**src/rtl/fragment_pkg.sv**
```systemverilog
// Shared definitions for the fragment attribute collector: default widths,
// the read-side state encoding and the per-bank metadata record.
// Bank metadata fields use the widths below, so a different ADDR_WIDTH or
// COORD_WIDTH on the top level must be matched here.
package fragment_pkg;

    localparam int DATA_WIDTH  = 32;
    localparam int ADDR_WIDTH  = 4;
    localparam int COORD_WIDTH = 16;

    typedef enum logic [1:0] {
        RD_IDLE   = 2'd0,
        RD_FETCH  = 2'd1,
        RD_STREAM = 2'd2
    } rd_state_e;

    typedef struct packed {
        logic                   full;
        logic [ADDR_WIDTH-1:0]  count;
        logic [COORD_WIDTH-1:0] x;
        logic [COORD_WIDTH-1:0] y;
    } bank_meta_t;

endpackage

```
**src/rtl/fragment_bank_ram.sv**
```systemverilog
// Simple dual-port RAM holding both ping-pong banks. The bank bit is the
// address MSB. Reads are registered: data appears the cycle after i_rd_en.
module fragment_bank_ram
    import fragment_pkg::*;
#(
    parameter int WORD_WIDTH = DATA_WIDTH,
    parameter int BANK_AW    = ADDR_WIDTH + 1
) (
    input  logic                  clk,
    input  logic                  i_wr_en,
    input  logic [BANK_AW-1:0]    i_wr_addr,
    input  logic [WORD_WIDTH-1:0] i_wr_data,
    input  logic                  i_rd_en,
    input  logic [BANK_AW-1:0]    i_rd_addr,
    output logic [WORD_WIDTH-1:0] o_rd_data
);

    logic [WORD_WIDTH-1:0] r_mem [0:(1<<BANK_AW)-1];

    // Write port: store the incoming attribute word.
    always_ff @(posedge clk) begin
        if (i_wr_en) begin
            r_mem[i_wr_addr] <= i_wr_data;
        end
    end

    // Read port: registered read, held until the next read is issued.
    always_ff @(posedge clk) begin
        if (i_rd_en) begin
            o_rd_data <= r_mem[i_rd_addr];
        end
    end

endmodule

```
**src/rtl/fragment_attr_collector.sv**
```systemverilog
// Ping-pong fragment attribute collector. The interpolator fills one bank
// while the other bank is replayed as a valid/ready word stream with
// coordinate tags. The read path is RAM read stage -> skid -> output register,
// giving one word per cycle under continuous out_ready.
// Optional feature macro: FRAG_COLLECTOR_OVERFLOW_CHECK_EN (drop writes and
// done pulses aimed at a full bank and raise a sticky overflow flag).
module fragment_attr_collector
    import fragment_pkg::*;
#(
    parameter int DATA_WIDTH  = fragment_pkg::DATA_WIDTH,
    parameter int ADDR_WIDTH  = fragment_pkg::ADDR_WIDTH,
    parameter int COORD_WIDTH = fragment_pkg::COORD_WIDTH
) (
    input  logic                   clk,
    input  logic                   reset,
    input  logic [DATA_WIDTH-1:0]  frag_attr_wr_data,
    input  logic [ADDR_WIDTH-1:0]  frag_attr_wr_addr,
    input  logic                   frag_attr_wr_en,
    input  logic                   interp_done,
    input  logic [ADDR_WIDTH-1:0]  vertexSize,
    input  logic [COORD_WIDTH-1:0] frag_x,
    input  logic [COORD_WIDTH-1:0] frag_y,
    output logic                   can_accept,
    output logic                   out_valid,
    input  logic                   out_ready,
    output logic [DATA_WIDTH-1:0]  out_data,
    output logic [ADDR_WIDTH-1:0]  out_addr,
    output logic                   out_first,
    output logic                   out_last,
    output logic [COORD_WIDTH-1:0] out_x,
    output logic [COORD_WIDTH-1:0] out_y,
    output logic                   overflow
);

    localparam logic [1:0] ST_IDLE   = RD_IDLE;
    localparam logic [1:0] ST_FETCH  = RD_FETCH;
    localparam logic [1:0] ST_STREAM = RD_STREAM;

    bank_meta_t             r_meta [2];
    logic                   r_wrBank;
    logic                   r_rdBank;
    logic [1:0]             r_state;
    logic [ADDR_WIDTH-1:0]  r_issueIdx;
    logic [ADDR_WIDTH-1:0]  r_curCount;
    logic [COORD_WIDTH-1:0] r_curX;
    logic [COORD_WIDTH-1:0] r_curY;

    logic                   r_ramVld;
    logic [ADDR_WIDTH-1:0]  r_ramAddr;
    logic [DATA_WIDTH-1:0]  w_ramData;

    logic                   r_skidVld;
    logic [DATA_WIDTH-1:0]  r_skidData;
    logic [ADDR_WIDTH-1:0]  r_skidAddr;
    logic                   r_skidFirst;
    logic                   r_skidLast;

    logic                   r_outValid;
    logic [DATA_WIDTH-1:0]  r_outData;
    logic [ADDR_WIDTH-1:0]  r_outAddr;
    logic                   r_outFirst;
    logic                   r_outLast;

    logic                   w_wrBlocked;
    logic                   w_wrEn;
    logic                   w_doneAccept;
    logic                   w_pop;
    logic                   w_outFree;
    logic                   w_skidNextVld;
    logic                   w_skidLoad;
    logic                   w_issue;
    logic [ADDR_WIDTH-1:0]  w_rdIdx;
    logic                   w_ramFirst;
    logic                   w_ramLast;
    logic                   w_lastHs;

`ifdef FRAG_COLLECTOR_OVERFLOW_CHECK_EN
    assign w_wrBlocked = r_meta[r_wrBank].full;

    // Sticky flag: any write or done aimed at a full write bank.
    always_ff @(posedge clk or posedge reset) begin
        if (reset) begin
            overflow <= 1'b0;
        end else if ((frag_attr_wr_en || interp_done) && r_meta[r_wrBank].full) begin
            overflow <= 1'b1;
        end
    end
`else
    assign w_wrBlocked = 1'b0;
    assign overflow    = 1'b0;
`endif

    assign w_wrEn       = frag_attr_wr_en && !w_wrBlocked;
    assign w_doneAccept = interp_done && (vertexSize != '0) && !w_wrBlocked;
    assign can_accept   = !r_meta[r_wrBank].full;

    // Output-side handshake bookkeeping. The skid must be empty after this
    // edge before another read is issued, so an in-flight word always has a slot.
    assign w_pop         = r_outValid && out_ready;
    assign w_outFree     = !r_outValid || w_pop;
    assign w_skidNextVld = r_skidVld ? (!w_outFree || r_ramVld) : (r_ramVld && !w_outFree);
    assign w_skidLoad    = r_ramVld && (r_skidVld ? w_outFree : !w_outFree);
    assign w_ramFirst    = (r_ramAddr == '0);
    assign w_ramLast     = (r_ramAddr == r_curCount - ADDR_WIDTH'(1));
    assign w_lastHs      = w_pop && r_outLast && (r_state == ST_STREAM);

    // Decide whether a RAM read is issued this cycle and for which index.
    always_comb begin
        w_issue = 1'b0;
        w_rdIdx = '0;
        case (r_state)
            ST_IDLE: begin
                w_issue = r_meta[r_rdBank].full;
            end
            ST_FETCH, ST_STREAM: begin
                w_issue = (r_issueIdx < r_curCount) && !w_skidNextVld;
                w_rdIdx = r_issueIdx;
            end
            default: begin
                w_issue = 1'b0;
            end
        endcase
    end

    fragment_bank_ram #(
        .WORD_WIDTH (DATA_WIDTH),
        .BANK_AW    (ADDR_WIDTH + 1)
    ) u_ram (
        .clk       (clk),
        .i_wr_en   (w_wrEn),
        .i_wr_addr ({r_wrBank, frag_attr_wr_addr}),
        .i_wr_data (frag_attr_wr_data),
        .i_rd_en   (w_issue),
        .i_rd_addr ({r_rdBank, w_rdIdx}),
        .o_rd_data (w_ramData)
    );

    // Bank metadata: completed fragments mark their bank full, the final
    // handshake of a replay frees the read bank.
    always_ff @(posedge clk or posedge reset) begin
        if (reset) begin
            r_meta[0] <= '0;
            r_meta[1] <= '0;
            r_wrBank  <= 1'b0;
        end else begin
            if (w_lastHs) begin
                r_meta[r_rdBank].full <= 1'b0;
            end
            if (w_doneAccept) begin
                r_meta[r_wrBank] <= '{full: 1'b1, count: vertexSize, x: frag_x, y: frag_y};
                r_wrBank         <= ~r_wrBank;
            end
        end
    end

    // Read FSM: start a replay when the read bank fills, walk the issue
    // index, and hand the bank back after its last word is accepted.
    always_ff @(posedge clk or posedge reset) begin
        if (reset) begin
            r_state    <= ST_IDLE;
            r_rdBank   <= 1'b0;
            r_issueIdx <= '0;
            r_curCount <= '0;
            r_curX     <= '0;
            r_curY     <= '0;
        end else begin
            case (r_state)
                ST_IDLE: begin
                    if (w_issue) begin
                        r_state    <= ST_FETCH;
                        r_issueIdx <= ADDR_WIDTH'(1);
                        r_curCount <= r_meta[r_rdBank].count;
                        r_curX     <= r_meta[r_rdBank].x;
                        r_curY     <= r_meta[r_rdBank].y;
                    end
                end
                ST_FETCH: begin
                    r_state <= ST_STREAM;
                    if (w_issue) begin
                        r_issueIdx <= r_issueIdx + ADDR_WIDTH'(1);
                    end
                end
                ST_STREAM: begin
                    if (w_issue) begin
                        r_issueIdx <= r_issueIdx + ADDR_WIDTH'(1);
                    end
                    if (w_lastHs) begin
                        r_state  <= ST_IDLE;
                        r_rdBank <= ~r_rdBank;
                    end
                end
                default: begin
                    r_state <= ST_IDLE;
                end
            endcase
        end
    end

    // RAM read stage tracking: which index the RAM output currently holds.
    always_ff @(posedge clk or posedge reset) begin
        if (reset) begin
            r_ramVld  <= 1'b0;
            r_ramAddr <= '0;
        end else begin
            r_ramVld <= w_issue;
            if (w_issue) begin
                r_ramAddr <= w_rdIdx;
            end
        end
    end

    // Output register and skid: the output only changes when it is empty or
    // being accepted, the skid catches a word that arrives during a stall.
    always_ff @(posedge clk or posedge reset) begin
        if (reset) begin
            r_outValid  <= 1'b0;
            r_outData   <= '0;
            r_outAddr   <= '0;
            r_outFirst  <= 1'b0;
            r_outLast   <= 1'b0;
            r_skidVld   <= 1'b0;
            r_skidData  <= '0;
            r_skidAddr  <= '0;
            r_skidFirst <= 1'b0;
            r_skidLast  <= 1'b0;
        end else begin
            if (w_outFree) begin
                if (r_skidVld) begin
                    r_outValid <= 1'b1;
                    r_outData  <= r_skidData;
                    r_outAddr  <= r_skidAddr;
                    r_outFirst <= r_skidFirst;
                    r_outLast  <= r_skidLast;
                end else if (r_ramVld) begin
                    r_outValid <= 1'b1;
                    r_outData  <= w_ramData;
                    r_outAddr  <= r_ramAddr;
                    r_outFirst <= w_ramFirst;
                    r_outLast  <= w_ramLast;
                end else begin
                    r_outValid <= 1'b0;
                end
            end
            r_skidVld <= w_skidNextVld;
            if (w_skidLoad) begin
                r_skidData  <= w_ramData;
                r_skidAddr  <= r_ramAddr;
                r_skidFirst <= w_ramFirst;
                r_skidLast  <= w_ramLast;
            end
        end
    end

    assign out_valid = r_outValid;
    assign out_data  = r_outData;
    assign out_addr  = r_outAddr;
    assign out_first = r_outFirst;
    assign out_last  = r_outLast;
    assign out_x     = r_curX;
    assign out_y     = r_curY;

endmodule
```
**config.mk**
```make
export PLATFORM = sky130hd
export DESIGN_NAME = fragment_attr_collector
export DESIGN_NICKNAME = d
export VERILOG_FILES = /design/src/rtl/fragment_pkg.sv /design/src/rtl/fragment_bank_ram.sv /design/src/rtl/fragment_attr_collector.sv
export SDC_FILE = /design/constraint.sdc
export NUM_CORES = 2
export LEC_CHECK = 0
export BUFFER_PORTS_ARGS = -buffer_cell sky130_fd_sc_hd__buf_4
export CAP_MARGIN = 0
export CELL_PAD_IN_SITES_DETAIL_PLACEMENT = 1
export CELL_PAD_IN_SITES_GLOBAL_PLACEMENT = 2
export CORE_MARGIN = 5
export CORE_UTILIZATION = 47
export DETAILED_ROUTE_END_ITERATION = 12
export PLACE_DENSITY_LB_ADDON = 0.1
export SKIP_LAST_GASP = 1
export SLEW_MARGIN = 0
export SYNTH_ARGS = -nofsm -noshare
export SYNTH_HDL_FRONTEND = slang
export SYNTH_SLANG_ARGS = --single-unit
```
**constraint.sdc**
```tcl
create_clock -name clk -period 7.29 [get_ports clk]
set_input_delay 0.729 -clock clk [delete_from_list [all_inputs] [get_ports clk]]
set_output_delay 0.729 -clock clk [all_outputs]
set_load 0.05 [all_outputs]
```
==> results.json <==
{
  "dpl.hpwl_um": 79600,
  "endpoint_kind": "register",
  "synth_compound_area_share_pct": 8.417,
  "critPathSlowestCell": "dfrtp_4",
  "fillers": 9377,
  "routed_wl_um": 142600,
  "cts_tree": "built",
  "die_area_sq_um": 111500,
  "hold_viol_final": 0,
  "tns_ps": 0,
  "tightest_slew_ps": 1272,
  "cts_sinks": 1257,
  "synth_xor_area_share_pct": 0.1598,
  "setup_viol": 0,
  "die_w_um": 334.0,
  "cts_buffers": 135,
  "worst_clock_skew_ps": 31.30,
  "crit_chain": "buf_4 > buf_4 > mux2i_1 > a221oi_1 > o21ai_0 > a221oi_1",
  "syn2layout_area_growth_pct": 14.35,
  "synth_nets": 2988,
  "holdBufCountCts": 0,
  "synthCells": 2901,
  "status": "completed",
  "synth_top_area_cell": "edfxtp_1",
  "nNetsFinal": 3136,
  "p_per_area_nw_per_um2": 419.9,
  "hold_path_class": "in2async",
  "max_freq_mhz": 233.8,
  "insertion_delay_ps": 730,
  "start_util_pct": 47.45,
  "grt_max_degree": 141,
  "yosys.area_share.adder_pct": 0.2740,
  "clk_path_buf_depth": 3,
  "die_h_um": 334.0,
  "crit_family": "buffers and inverters",
  "grt_overflow_total": 0,
  "path_clk_slew_ps": 60,
  "boundaryPins": 150,
  "fin_crit_sh_pct": 58.67,
  "grt_usage_pct": 25.09,
  "numPortBuffers": 148,
  "synth-simple-area-share_pct": 1.981,
  "crit_type": "reg2reg",
  "max_slew_margin_pct": 15.19,
  "antenna_found_initial": 3,
  "critical_path.max_stage_delay_ps": 1040,
  "yosys_register_bits": 1257,
  "avgSynthCellArea_sq_um": 17.00,
  "synth-main-ff-cell": "edfxtp_1",
  "maxCapViolCount": 0,
  "cp-start-kind": "register",
  "ant_nets": 0,
  "synthMuxAreaShare_pct": 12.90,
  "worst-path-buf-inv": 2,
  "htreeDepth": 4,
  "cp.required_ps": 7790,
  "gp_congestion": 0.7855,
  "ir_worst_vdd_v": 0.0002760,
  "drt_iter0_drc": 2816,
  "maxSlewViolCount": 0,
  "p_leak_nw": 19.86,
  "synthArstFlopShare_pct": 15.99,
  "synth_common_cells": "edfxtp_1 (1,056), mux2i_1 (424), dfrtp_1 (201), o22ai_1 (187), mux2_2 (174)",
  "holdWs_ps": 62.92,
  "cp_max_fo": 68,
  "synth.distinct_cells": 53,
  "period_needed_ps": 4277,
  "synth_top_area_share_pct": 64.29,
  "drc": 0,
  "synth_seq_area_share_pct": 74.49,
  "grt_pass1_vias": 29640,
  "rsz0062_at_grt": "no",
  "cts_resized": 0,
  "grt_pass1_wl_um": 205400,
  "dr.pass1.iters": 9,
  "postCtsSetupBuffers": 0,
  "core_sq_um": 103900,
  "synth_top_family_by_area": "multiplexers",
  "synth_area_leaders": "edfxtp_1 (64%), dfrtp_1 (10%), mux2i_1 (8.6%)",
  "row_count": 118,
  "cp.arrival_ps": 4780,
  "root_buffer": "clkbuf_16",
  "wire_per_inst_um": 31.45,
  "synth_area_sq_um": 49320,
  "synth_edf_count": 1056,
  "yosys_warnings": 0,
  "routed-via-count": 28500,
  "viasPerCell": 6.285,
  "drive_above_1_share_pct": 20.08,
  "synth.most_common_cell": "edfxtp_1"
}
registers in the layout, indices dropped and copies added, names as in the netlist, 16 cells and up:
signal and cells:
out_data 32, out_x 16, out_y 16, r_meta 74, r_skidData 32, u_ram.o_rd_data 32, u_ram.r_mem 1024
report_power, final:
part           internal, mW  leakage, nW  switching (mW)  total, mW
registers              8.72         11.9           0.774       9.50
logic                  2.78         5.93            4.86       7.64
clock network          3.80         2.04            2.74       6.55
path summary, 6_finish.rpt:
path,start,endpoint,slack (ps),cells past startpoint
worst max-delay path,r_issueIdx[2],u_ram.o_rd_data[20],3010,6
worst min-delay path,reset,out_data[31],60,2
worst max register to register,r_issueIdx[2],u_ram.o_rd_data[20],3010,6
worst min register to register,r_skidFirst,r_skidFirst,490,2
max in group asynchronous,reset,r_rdBank,5810,3
min in group clk,frag_y[11],r_meta[11],250,2
layout make-up:
cell class | count | area [sq um] | area share [%]
multi-input combinational | 1430 | 12070 | 21.40
clock buffer | 180 | 3651 | 6.473
timing repair buffer | 209 | 1594 | 2.826
inverter | 16 | 67.56 | 0.1198
antenna | 2 | 5.005 | 0.008873
sequential | 1257 | 36750 | 65.16
tap | 1380 | 1727 | 3.061
clock inverter | 61 | 538.0 | 0.9539
stage by stage:
stage	area [sq um]	std cells	util [%]	setup slack, ps	total power, mW
6_report	56400	4535	54.26	3013	23.68
5_1_grt	56400	4535	54.26	2843	24.69
4_1_cts	56400	4533	54.26	3104	23.81
3_5_place_dp	52210	4292	50.23	3162	17.24
3_3_place_gp	52210	4292	50.23	3351	16.97
2_1_floorplan	49320	2901	-	1079	14.45
cells by family (layout without fill, tap and decap cells):
group,after synthesis,after routing
mux,607,607
fa+ha+maj,11,11
other cells,1,3
buf+inv,214,466
flops,1257,1257
compound gates,571,571
xor+xnor,9,9
simple gates,231,231
routing by layer:
metal  global-route usage [%]  up-vias  routed length, um
met5                        0        -                  7
li1                         -    12040                  -
met1                    34.35    15030              59190
met3                    6.666      243              12720
met2                    39.89     1188              66840
met4                    7.514        2               3883
cell usage in the layout (no fill, tap or decap), types with 3 or more instances in the layout:
cell type / synthesis / final
bufinv_16: 0 / 8
inv_6: 0 / 10
o22ai_1: 187 / 187
inv_1: 15 / 14
nand3b_1: 6 / 6
a222oi_1: 31 / 31
clkinv_1: 0 / 22
nor2_1: 145 / 106
nand2_1: 48 / 42
or3b_2: 3 / 3
clkbuf_16: 0 / 138
dfrtp_1: 201 / 197
o21ai_0: 69 / 69
xnor2_1: 8 / 8
nand3_1: 5 / 5
mux2i_1: 424 / 424
mux2_4: 6 / 6
a221oi_1: 157 / 157
and2_1: 5 / 5
buf_4: 1 / 207
a21oi_1: 43 / 42
dfrtp_4: 0 / 3
clkinvlp_4: 0 / 3
clkbuf_8: 0 / 4
clkbuf_1: 149 / 38
nor2_4: 0 / 39
mux2_2: 174 / 174
nand2_2: 0 / 4
mux4_2: 3 / 3
o211ai_1: 3 / 3
nand2b_1: 6 / 6
nand4_1: 3 / 3
edfxtp_1: 1056 / 1056
o221ai_1: 63 / 63
clkinv_2: 0 / 16
ha_1: 10 / 9
Note: power is estimated with default switching activity, not from simulation.
